File: config.mk
export PLATFORM = sky130hd
export DESIGN_NAME = idu_queue_flat
export DESIGN_NICKNAME = d
export VERILOG_FILES = /design/src/rtl/idu_queue_if.sv /design/src/rtl/idu_queue.sv /design/src/flat_wrapper.sv
export SDC_FILE = /design/constraint.sdc
export NUM_CORES = 1
export LEC_CHECK = 0
export BUFFER_PORTS_ARGS = -buffer_cell sky130_fd_sc_hd__buf_2
export CELL_PAD_IN_SITES_DETAIL_PLACEMENT = 0
export CELL_PAD_IN_SITES_GLOBAL_PLACEMENT = 2
export CORE_AREA = 2 2 167 169
export CTS_CLUSTER_SIZE = 20
export DETAILED_ROUTE_END_ITERATION = 16
export DIE_AREA = 0 0 169 171
export HOLD_SLACK_MARGIN = 0.15
export PLACE_DENSITY_LB_ADDON = 0.1
export SYNTH_ARGS = -nofsm -noshare
export SYNTH_HDL_FRONTEND = slang
export SYNTH_SLANG_ARGS = --single-unit
export TNS_END_PERCENT = 50
File: constraint.sdc
create_clock -name clk_in -period 14.21 [get_ports clk_in]
set_input_delay 2.842 -clock clk_in [delete_from_list [all_inputs] [get_ports clk_in]]
set_output_delay 2.842 -clock clk_in [all_outputs]
set_load 0.02 [all_outputs]
File: src/rtl/idu_queue_if.sv
// idu_queue handshake bundle: fetch-side push, consumer-side pop, flush, count.
// master drives requests; slave is the queue itself.
interface idu_queue_if #(
  parameter int DEPTH = 2,
  parameter int PC_W  = 32
);
  localparam int CW = $clog2(DEPTH) + 1;

  logic            in_valid_i;
  logic            in_ready_o;
  logic [31:0]     in_instr_i;
  logic [PC_W-1:0] in_pc_i;
  logic            flush_i;
  logic            out_valid_o;
  logic            out_ready_i;
  logic [PC_W-1:0] out_pc_o;
  logic [3:0]      out_op_o;
  logic [2:0]      out_funct3_o;
  logic            out_alt_o;
  logic [31:0]     out_imm_o;
  logic [4:0]      out_rs1_o;
  logic [4:0]      out_rs2_o;
  logic [4:0]      out_rd_o;
  logic [CW-1:0]   count_o;

  modport master (
    output in_valid_i, in_instr_i, in_pc_i, flush_i, out_ready_i,
    input  in_ready_o, out_valid_o, out_pc_o, out_op_o, out_funct3_o,
    input  out_alt_o, out_imm_o, out_rs1_o, out_rs2_o, out_rd_o, count_o
  );

  modport slave (
    input  in_valid_i, in_instr_i, in_pc_i, flush_i, out_ready_i,
    output in_ready_o, out_valid_o, out_pc_o, out_op_o, out_funct3_o,
    output out_alt_o, out_imm_o, out_rs1_o, out_rs2_o, out_rd_o, count_o
  );
endinterface

File: src/rtl/idu_queue.sv
// RV32I decode stage with a DEPTH-entry queue of decoded records.
// Define IDU_QUEUE_RV32M_EN to decode MUL/DIV (op 10); otherwise ILLEGAL.
module idu_queue #(
  parameter int DEPTH = 2,
  parameter int PC_W  = 32
) (
  input logic       clk_in,
  input logic       rst_in,
  idu_queue_if.slave q
);
  localparam int AW = $clog2(DEPTH);
  localparam int CW = AW + 1;

  localparam logic [3:0] OP_ILL  = 4'd0;
  localparam logic [3:0] OP_LUI  = 4'd1;
  localparam logic [3:0] OP_AUI  = 4'd2;
  localparam logic [3:0] OP_JAL  = 4'd3;
  localparam logic [3:0] OP_JALR = 4'd4;
  localparam logic [3:0] OP_BR   = 4'd5;
  localparam logic [3:0] OP_LD   = 4'd6;
  localparam logic [3:0] OP_ST   = 4'd7;
  localparam logic [3:0] OP_ALUI = 4'd8;
  localparam logic [3:0] OP_ALUR = 4'd9;
  localparam logic [3:0] OP_MD   = 4'd10;
  localparam logic [3:0] OP_FNC  = 4'd11;
  localparam logic [3:0] OP_SYS  = 4'd12;

  typedef struct packed {
    logic [PC_W-1:0] pc;
    logic [3:0]      op;
    logic [2:0]      funct3;
    logic            alt;
    logic [31:0]     imm;
    logic [4:0]      rs1;
    logic [4:0]      rs2;
    logic [4:0]      rd;
  } rec_t;

  logic [31:0] w;
  logic [6:0]  opc;
  logic [2:0]  f3;
  logic [6:0]  f7;
  logic [31:0] imm_i, imm_s, imm_b, imm_u, imm_j;
  rec_t        dec;

  assign w     = q.in_instr_i;
  assign opc   = w[6:0];
  assign f3    = w[14:12];
  assign f7    = w[31:25];
  assign imm_i = {{20{w[31]}}, w[31:20]};
  assign imm_s = {{20{w[31]}}, w[31:25], w[11:7]};
  assign imm_b = {{19{w[31]}}, w[31], w[7], w[30:25], w[11:8], 1'b0};
  assign imm_u = {w[31:12], 12'b0};
  assign imm_j = {{11{w[31]}}, w[31], w[19:12], w[20], w[30:21], 1'b0};

  always_comb begin
    dec        = '0;
    dec.pc     = q.in_pc_i;
    dec.funct3 = f3;
    dec.rs1    = w[19:15];
    dec.rs2    = w[24:20];
    dec.rd     = w[11:7];
    unique case (opc)
      7'b0110111: begin dec.op = OP_LUI; dec.imm = imm_u; end
      7'b0010111: begin dec.op = OP_AUI; dec.imm = imm_u; end
      7'b1101111: begin dec.op = OP_JAL; dec.imm = imm_j; end
      7'b1100111:
        if (f3 == 3'b000) begin
          dec.op  = OP_JALR;
          dec.imm = imm_i;
        end
      7'b1100011:
        if (f3 != 3'b010 && f3 != 3'b011) begin
          dec.op  = OP_BR;
          dec.imm = imm_b;
        end
      7'b0000011:
        if (f3 != 3'b011 && f3[2:1] != 2'b11) begin
          dec.op  = OP_LD;
          dec.imm = imm_i;
        end
      7'b0100011:
        if (f3 <= 3'b010) begin
          dec.op  = OP_ST;
          dec.imm = imm_s;
        end
      7'b0010011:
        // shift-immediates carry funct7 in the immediate field
        if ((f3 == 3'b001 && f7 == 7'b0000000) ||
            (f3 == 3'b101 && (f7 == 7'b0000000 || f7 == 7'b0100000)) ||
            (f3 != 3'b001 && f3 != 3'b101)) begin
          dec.op  = OP_ALUI;
          dec.imm = imm_i;
          dec.alt = (f3 == 3'b101) & w[30];
        end
      7'b0110011:
        if (f7 == 7'b0000000 ||
            (f7 == 7'b0100000 && (f3 == 3'b000 || f3 == 3'b101))) begin
          dec.op  = OP_ALUR;
          dec.alt = w[30];
        end
`ifdef IDU_QUEUE_RV32M_EN
        else if (f7 == 7'b0000001) begin
          dec.op = OP_MD;
        end
`endif
      7'b0001111: begin dec.op = OP_FNC; dec.imm = imm_i; end
      7'b1110011: begin dec.op = OP_SYS; dec.imm = imm_i; end
      default: dec.op = OP_ILL;
    endcase
  end

  rec_t          mem [DEPTH];
  rec_t          last;
  rec_t          head;
  logic [AW-1:0] wptr, rptr;
  logic [CW-1:0] cnt;
  logic          push, pop;

  assign q.in_ready_o  = (cnt != CW'(DEPTH));
  assign q.out_valid_o = (cnt != '0);
  assign push = q.in_valid_i & q.in_ready_o;
  assign pop  = q.out_valid_o & q.out_ready_i;

  always_ff @(posedge clk_in) begin
    if (push && !q.flush_i && !rst_in) mem[wptr] <= dec;
  end

  always_ff @(posedge clk_in) begin
    if (rst_in) begin
      wptr <= '0;
      rptr <= '0;
      cnt  <= '0;
      last <= '0;
    end else if (q.flush_i) begin
      wptr <= '0;
      rptr <= '0;
      cnt  <= '0;
    end else begin
      if (push) wptr <= wptr + 1'b1;
      if (pop) begin
        rptr <= rptr + 1'b1;
        last <= mem[rptr];
      end
      cnt <= cnt + CW'(push) - CW'(pop);
    end
  end

  // an empty queue keeps showing the record it last handed out
  assign head = q.out_valid_o ? mem[rptr] : last;

  assign q.out_pc_o     = head.pc;
  assign q.out_op_o     = head.op;
  assign q.out_funct3_o = head.funct3;
  assign q.out_alt_o    = head.alt;
  assign q.out_imm_o    = head.imm;
  assign q.out_rs1_o    = head.rs1;
  assign q.out_rs2_o    = head.rs2;
  assign q.out_rd_o     = head.rd;
  assign q.count_o      = cnt;
endmodule

File: src/flat_wrapper.sv
// flat-port wrapper written by rule: the top's interface ports become plain ports
module idu_queue_flat 
#(
  parameter int DEPTH = 2,
  parameter int PC_W  = 32
)
  (clk_in, rst_in, q_in_valid_i, q_in_instr_i, q_in_pc_i, q_flush_i, q_out_ready_i, q_in_ready_o, q_out_valid_o, q_out_pc_o, q_out_op_o, q_out_funct3_o, q_out_alt_o, q_out_imm_o, q_out_rs1_o, q_out_rs2_o, q_out_rd_o, q_count_o);
  idu_queue_if #(.DEPTH(DEPTH), .PC_W(PC_W)) q_i ();
  input logic clk_in;
  input logic rst_in;
  input wire logic [$bits(q_i.in_valid_i)-1:0] q_in_valid_i;
  input wire logic [$bits(q_i.in_instr_i)-1:0] q_in_instr_i;
  input wire logic [$bits(q_i.in_pc_i)-1:0] q_in_pc_i;
  input wire logic [$bits(q_i.flush_i)-1:0] q_flush_i;
  input wire logic [$bits(q_i.out_ready_i)-1:0] q_out_ready_i;
  output wire logic [$bits(q_i.in_ready_o)-1:0] q_in_ready_o;
  output wire logic [$bits(q_i.out_valid_o)-1:0] q_out_valid_o;
  output wire logic [$bits(q_i.out_pc_o)-1:0] q_out_pc_o;
  output wire logic [$bits(q_i.out_op_o)-1:0] q_out_op_o;
  output wire logic [$bits(q_i.out_funct3_o)-1:0] q_out_funct3_o;
  output wire logic [$bits(q_i.out_alt_o)-1:0] q_out_alt_o;
  output wire logic [$bits(q_i.out_imm_o)-1:0] q_out_imm_o;
  output wire logic [$bits(q_i.out_rs1_o)-1:0] q_out_rs1_o;
  output wire logic [$bits(q_i.out_rs2_o)-1:0] q_out_rs2_o;
  output wire logic [$bits(q_i.out_rd_o)-1:0] q_out_rd_o;
  output wire logic [$bits(q_i.count_o)-1:0] q_count_o;
  assign q_i.in_valid_i = q_in_valid_i;
  assign q_i.in_instr_i = q_in_instr_i;
  assign q_i.in_pc_i = q_in_pc_i;
  assign q_i.flush_i = q_flush_i;
  assign q_i.out_ready_i = q_out_ready_i;
  assign q_in_ready_o = q_i.in_ready_o;
  assign q_out_valid_o = q_i.out_valid_o;
  assign q_out_pc_o = q_i.out_pc_o;
  assign q_out_op_o = q_i.out_op_o;
  assign q_out_funct3_o = q_i.out_funct3_o;
  assign q_out_alt_o = q_i.out_alt_o;
  assign q_out_imm_o = q_i.out_imm_o;
  assign q_out_rs1_o = q_i.out_rs1_o;
  assign q_out_rs2_o = q_i.out_rs2_o;
  assign q_out_rd_o = q_i.out_rd_o;
  assign q_count_o = q_i.count_o;
  idu_queue #(.DEPTH(DEPTH), .PC_W(PC_W)) u_core (.clk_in(clk_in), .rst_in(rst_in), .q(q_i));
endmodule
==> impl_summary.md, run 1 <==
Run status
The flow ran to the end, and the final reports show no timing, DRC or antenna violations.

Finish
The net count reported at finish is about 1,100. The number of fillers in the final layout is approximately 2,500. The area growth from synthesis to layout is 18.44%.

In the final layout, the share of cells above drive strength 1 is 0.2231. Across the whole layout, storage elements account for about 0.0071 mm². In the final layout, the multi-input gates occupy between 0.003 and 0.004 mm².

Clock network
The setup fix buffers added after clock tree synthesis is 0. Clock-pin slew was measured on the worst setup and hold paths at roughly 0.060 ns. TritonCTS built the clock tree. TritonCTS created 30 clock buffers. The clock tree buffer depth is 3. The number of gates given a new drive strength after cts is 0. The count of clock tree sinks is between 200 and 300. The library cell used as clock root buffer is clkbuf_16.

The maximum level of the CTS H-tree is 1. After clock tree synthesis, the flow added hold-fix buffers numbering 0. The latest clock arrival within the worst-skew pair is about 0.55 ns.

Floorplanning
The total area inside the core boundary comes to 0.02732 mm². The die covers just under 0.03 mm². The I/O pin total is 160. For this configuration, the core starts out at a cell density of 0.4035.

From left edge to right edge, the die measures 169 µm. The total number of placement rows is 61. The overall die height is between 150 and 200 µm.

Timing
Derived from the worst setup path, the maximum achievable clock frequency is about 170 MHz. The headroom to the max-slew limit is 0.3433. Setup repair after global routing left no endpoint under its margin. The clock skew is roughly 0.014 ns. In the final timing run, aggregate negative setup slack is 0 ns. The number of slew-limit violations in the final report is 0. Subtracting the final worst setup slack from the clock period gives 5.749 ns. The final setup violation count is 0. The slew at the pin with the worst max-slew slack is 0.9826 ns. Of the available clock period, the critical path in the final layout requires 0.4046. The hold violation total from the final report was 0.

Critical path
The worst setup path is launched from a flip-flop. The delay of the slowest cell on the worst path is approximately 0.81 ns. The class of the most critical setup path is flip-flop to output pin. The kind of end point of the critical path is an output pin. The critical path goes through buf_4 -> mux2i_1 -> a21oi_1 -> buf_2. For this design, the slowest cell found on the critical path is dfxtp_4. At the worst endpoint, the required time is approximately 11 ns. Together, buffers and inverters on the worst path number 2. The endpoint arrival time on the critical path is between 2 and 3 ns. The maximum fanout count along the critical path is between 40 and 50. The cell family contributing the most delay on the critical path is buffers and inverters.

Routing
The DRC violation count after routing is 0. Once detail routing completed, the nets flagged for antenna violations numbered 0. The total wire length is around 26,000 µm. The pre-antenna-repair detailed-routing pass consisted of 4 iterations. Dividing the detail-routed via count by the number of cells gives approximately 5.2.

Dividing the detail-routed wire length by the instance count gives 18.37 µm. The violation count after the first detailed-routing iteration is around 480. The final route contains 7,404 vias.

Global routing
The via count of the first global-routing pass was around 7,000. The global router's overall resource usage is 0.1778. The largest net degree at the start of global routing is 89. The number of antenna violations at the first check in global routing was 3. The remaining global-route overflow is 0. The first-pass GRT wire length is around 40,000 µm.

Synth
The number of different library cells in the post-synthesis netlist is 50. The fraction of the yosys area taken by sequential cells is 0.6410. The most used flip-flop cell after synthesis is edfxtp_1.

The fraction of synthesized cell area in xor and xnor cells is 0.003972. Synthesis handed over a netlist of ~900 instances. By area, the combinational part of the netlist is dominated by compound AO/OA/AOI/OAI gates. Yosys mapped a number of flops with a built-in enable equal to around 170.

The average footprint of a synthesized cell is 11.93 µm². After synthesis, the share of cell area in mux cells is 0.07899. The number of synthesized register bits is 266. The number of warnings issued by yosys is 0. In the synthesized netlist the async set-or-reset flop fraction comes to 0. The area share of fa/ha/maj cells after synthesis is 0.002270. The fraction of the mapped netlist area in simple logic gates is 0.09318. The share of the synthesized area in compound gates (AO/OA/AOI/OAI) came to 0.1496.

The net count after synthesis is 995. The post-synthesis cell area is 0.01102 mm².

Placed design
At the end of routability-driven placement, the weighted congestion stood at ~0.78. The count of buffers inserted at the top-level ports is 159. After legalization and detailed placement, the total HPWL measured about 17,000 µm.

Pwr
The highest ir drop seen on vdd is approximately 0.08 mV. The standby leakage power is between 4 and 5 nW. For this design the ratio of total power to cell area is 142.3 mW/mm². Power comes to between 1.5 and 2 mW.

Min path
The type of the most critical hold path is flip-flop to flip-flop.

Flow run
The max-capacitance violation count is 0.
==> cell usage after synthesis (4+ instances only) <==
master    instances  share of area
o221ai_1          9         0.0072
nand2b_1          7         0.0040
nor2_1          181          0.062
inv_1            13         0.0044
nand2_1          18         0.0061
a211oi_1         88          0.060
nor3_1           11         0.0050
clkbuf_1         55          0.019
dfxtp_1          92           0.17
buf_2             8         0.0036
buf_1             5         0.0017
edfxtp_1        174           0.47
mux2i_1          87          0.079
o21ai_0          13         0.0059
a21oi_1          91          0.041
nor2b_1           5         0.0028
o211ai_2         14          0.016
a21boi_1          4         0.0027
==> state kept, by name, summed over array words and instances, names as in the netlist, named ones only <==
signal / cells
u_core.wptr: 1
u_core.rptr: 1
u_core.mem: 174
u_core.q.count_o: 2
u_core.last: 87
==> cell usage in the layout (no fill, tap or decap), types with 2 or more instances in the layout <==
master       n
a211oi_1    88
a21boi_0     2
a21boi_1     4
a21oi_1     91
buf_2      158
buf_4       13
bufinv_16    2
clkbuf_1     6
clkbuf_16   30
clkbuf_8     5
clkinv_1     7
clkinv_2     3
dfxtp_1     91
edfxtp_1   174
ha_1         2
inv_1       13
mux2i_1     87
nand2_1     18
nand2b_1     7
nand3_1      3
nand3b_1     3
nand4_1      3
nor2_1     179
nor2_4       2
nor2b_1      5
nor3_1      11
o211ai_2    14
o21a_1       3
o21ai_0     13
o221ai_1     9
o32ai_1      2
or2_2        2
xnor2_1      2
xor2_1       3
==> cell type report <==
type                       instances  share of cell area
antenna                            1           0.0001916
timing repair buffer             171             0.06803
clock buffer                      41             0.06449
clock inverter                    15             0.01025
tap                              346             0.03315
multi-input combinational        574              0.2787
sequential                       266              0.5415
inverter                          13            0.003737
==> worst paths after layout <==
kind,startpoint,end,slack [ns],cells past startpoint
min,u_core.last[30]$_SDFFE_PP0P_,u_core.last[30]$_SDFFE_PP0P_,0.50,2
max reg2reg,u_core.q.count_o[0]$_SDFF_PP0_,u_core.mem[0][42]$_DFFE_PP_,11.34,5
min reg2reg,u_core.last[30]$_SDFFE_PP0P_,u_core.last[30]$_SDFFE_PP0P_,0.50,2
max,flip-flop,q_out_op_o[3],8.46,4
==> stage by stage <==
step / hold slack (ns) / instance area, µm² / cells / setup slack, ns / util
after floorplan: 0.4785 / 11020 / 924 / 6.938 / -
after global placement: 0.4862 / 12080 / 1370 / 8.838 / 0.4421
after detailed placement: 0.4911 / 12080 / 1370 / 8.820 / 0.4421
after CTS: 0.4988 / 13060 / 1426 / 8.347 / 0.4778
after global routing: 0.5130 / 13060 / 1426 / 8.216 / 0.4778
final: 0.4971 / 13060 / 1427 / 8.461 / 0.4779
==> metal layers <==
layer,GRT usage,wire length (µm),vias up
met4,0.04534,469,4
met3,0.03655,1435,34
li1,-,-,3687
met1,0.2368,11850,3496
met5,0,28,-
met2,0.2983,12440,183
==> worst register-to-register path: cells and delay by family, from the launching register on <==
family	cells	cell delay, ns
and+or+nand+nor	4	1.25
buffers and inverters	1	0.77
DFF	1	0.40
==> logic make-up after synthesis <==
| logic type | count (synthesis) |
|---|---|
| AO/OA/AOI/OAI | 237 |
| XOR/XNOR | 5 |
| adder cells (fa/ha/maj) | 2 |
| buffers and inverters | 84 |
| flip-flops | 266 |
| multiplexers | 87 |
| AND/OR/NAND/NOR | 243 |
==> where the power goes <==
part           total (mW)  internal, mW  switching [mW]
Combinational       0.256        0.0803           0.176
Sequential          0.854         0.844          0.0102
Clock               0.748         0.449           0.299
Note: power is estimated with default switching activity, not from simulation.
==> run 2, diff against run 1 <==
--- a/config.mk
+++ b/config.mk
@@ -8,10 +8,10 @@
 export BUFFER_PORTS_ARGS = -buffer_cell sky130_fd_sc_hd__buf_2
 export CELL_PAD_IN_SITES_DETAIL_PLACEMENT = 0
 export CELL_PAD_IN_SITES_GLOBAL_PLACEMENT = 2
-export CORE_AREA = 2 2 167 169
+export CORE_AREA = 2 2 184 186
 export CTS_CLUSTER_SIZE = 20
 export DETAILED_ROUTE_END_ITERATION = 16
-export DIE_AREA = 0 0 169 171
+export DIE_AREA = 0 0 186 188
 export HOLD_SLACK_MARGIN = 0.15
 export PLACE_DENSITY_LB_ADDON = 0.1
 export SYNTH_ARGS = -nofsm -noshare
==> constraint.sdc (replaced) <==
create_clock -name clk_in -period 4.8 [get_ports clk_in]
set_input_delay 0.96 -clock clk_in [delete_from_list [all_inputs] [get_ports clk_in]]
set_output_delay 0.96 -clock clk_in [all_outputs]
set_load 0.02 [all_outputs]
==> impl_summary.md, run 2 (synthesis gave the netlist of run 1 again) <==
Critical path
The slowest stage of the critical path is the dfxtp_4 cell. The signal on the critical path passes through buf_4 -> mux2i_1 -> a21oi_1 -> buf_2. The maximum fanout count along the critical path is 40 (-18%). The delay of the slowest cell on the worst path is 0.88 ns (+0.07 ns).

STA classifies the critical path startpoint as a flip-flop. The critical path in this run is classified as flip-flop to output pin. The endpoint arrival time on the critical path is 2.63 ns (-0.28 ns). STA classifies the critical path endpoint as an output pin.

The data required time of the worst path came to 3.84 ns (-7.53 ns).

Placed design
The post-DP HPWL is 17,780 µm (+7.3%). The setup slack at placement is 1.717 ns (-7.104 ns). The count of buffers inserted at the top-level ports is 159 (unchanged).

The final weighted congestion of routability-driven global placement came to 0.7541 (-3.0%).

Clock network
The clock tree buffer depth is 3 (unchanged). The latest clock arrival within the worst-skew pair is 0.55 ns (about the same). The CTS tree is built. The clock-pin slew of the registers on the worst-case setup and hold paths was 0.06 ns (about the same). The maximum level of the CTS H-tree is 1 (unchanged).

The setup fix buffers added after clock tree synthesis is 0 (unchanged). The library cell used as clock root buffer is clkbuf_16. The clock buffer count from CTS is 30 (unchanged). The number of hold buffers added after CTS came to 0 (unchanged). The count of clock tree sinks is 266 (unchanged). The number of gates given a new drive strength after cts is 0 (unchanged).

Global routing
The global router's overall resource usage is 0.1599 (-0.01792). The largest net degree at the start of global routing came to 175 (+97%). The first-pass GRT wire length is 42,970 µm (+7.7%).

The number of antenna violations at the first check in global routing came to 3 (unchanged). The via count of the first global-routing pass is 7,030 (+0.99%). The remaining global-route overflow is 0 (unchanged).

Timing
The headroom to the max-slew limit was 0.3082 (-0.03510). The slew at the pin with the worst max-slew slack came to 1.037 ns (+0.05399 ns). Setup repair after global routing left no endpoint under its margin.

The hold violation total from the final report is 0 (unchanged). The clock period could shrink to between 3 and 4 ns. The worst path setup slack after routing is 1.208 ns (-7.253 ns). In the finished design, the share of the clock period the worst path needs comes to 0.7484.

The final setup violation count is 0 (unchanged). Derived from the worst setup path, the maximum achievable clock frequency is ~280 MHz. The clock skew was 0.01534 ns (+0.0009451 ns).

The number of slew-limit violations in the final report is 0 (unchanged). The summed negative setup slack over all endpoints came to 0 ns (unchanged).

Routing
The via total after detailed routing is 7,425 (+0.28%). The average routed wire per standard cell is 18.45 µm (+0.39%). The mean number of vias per cell was 4.850 (-6.5%).

The total wire length is 28,240 µm (+7.7%). The detailed-router iteration count before antenna repair was 5 (+1). The number of nets still failing antenna checks after routing is 0 (unchanged). The violation count after the first detailed-routing iteration came to 381 (-20%). The DRC violation count after routing is 0 (unchanged).

Finish
The top register by number of flip-flops is u_core.mem. The final design utilization was 0.3991 (-0.07875). The area growth from synthesis to layout is 19.88%. The flip-flop count of the largest register, all copies and words added was 174 (unchanged). Leaving out fill and tap cells, the most frequent cell in the layout is nor2_1. The net count reported at finish came to 1,128 (+0.089%). The share of post-route cells with drive strength above 1 came to 0.2239 (+0.0007186).

The top cell types in the final layout, fill and taps aside, are 179 x nor2_1, 174 x edfxtp_1, 158 x buf_2, 91 x a21oi_1, 91 x dfxtp_1.

Min path
The tightest min-delay check is of the flip-flop to flip-flop type.

Floorplanning
The starting density of the core is 0.3329 (-0.07054). The I/O pin total is 160 (unchanged). The core box area came to 0.03311 mm² (+21%). The overall die height is 188 µm (+9.9%).

The total number of placement rows is 67 (+9.8%). The horizontal die dimension is 186 µm (+10%). The die footprint is 0.03497 mm² (+21%).

Run status
The run finished with clean final reports.

Pwr
The highest ir drop seen on vdd is 0.2614 mV (+240%). The power density of the placed cells is 413.9 mW/mm² (+190%). The standby leakage power is 4.688 nW (about the same).

Flow run
The max-capacitance violation count is 0 (unchanged).
## run 2: final cells by class
type	count	area (µm²)
Multi-Input combinational cell	574	3638
Inverter	13	48.80
Clock inverter	10	86.33
Tap cell	448	560.5
Clock buffer	46	860.8
Sequential cell	266	7071
Timing Repair Buffer	172	945.9
Fill cell	3216	19900
Antenna cell	2	5.005
## run 2: path summary, 6_finish.rpt
kind,endpoint,cells past startpoint,startpoint,slack (ns)
max reg2reg,u_core.mem[1][83]$_DFFE_PP_,4,u_core.q.count_o[0]$_SDFF_PP0_,2.49
min,u_core.last[84]$_SDFFE_PP0P_,2,u_core.last[84]$_SDFFE_PP0P_,0.50
max,q_out_imm_o[17],4,flip-flop,1.21
min reg2reg,u_core.last[84]$_SDFFE_PP0P_,2,u_core.last[84]$_SDFFE_PP0P_,0.50
## run 2: critical path, delay by kind of cell (launching register included)
| family | cells | cell delay (ns) |
|---|---|---|
| compound gates | 1 | 0.12 |
| flops | 1 | 0.88 |
| mux | 1 | 0.40 |
| buf+inv | 2 | 0.66 |
## run 2: layer usage
| metal | track usage | vias up | wire, µm |
|---|---|---|---|
| met2 | 0.2584 | 173 | 13300 |
| met1 | 0.2243 | 3536 | 13120 |
| met5 | 0 | - | 13 |
| li1 | - | 3689 | - |
| met4 | 0.02968 | 2 | 300 |
| met3 | 0.03146 | 25 | 1507 |
## run 2: where the power goes
part / switching (mW) / leakage [nW] / total (mW) / internal [mW]
registers: 0.0303 / 2.45 / 2.53 / 2.50
logic: 0.529 / 1.78 / 0.771 / 0.242
clock network: 0.887 / 0.463 / 2.17 / 1.28
## run 2: through the flow
stage                     power, mW  cell area [µm²]  cells  hold slack [ns]
final                         5.471            13220   1531           0.4976
after global routing          5.730            13210   1530           0.5090
after CTS                     5.565            13210   1529           0.4991
after detailed placement      3.366            12260   1473           0.4913
after global placement        3.364            12260   1473           0.4862
after floorplan               3.077            11030    924           0.4785
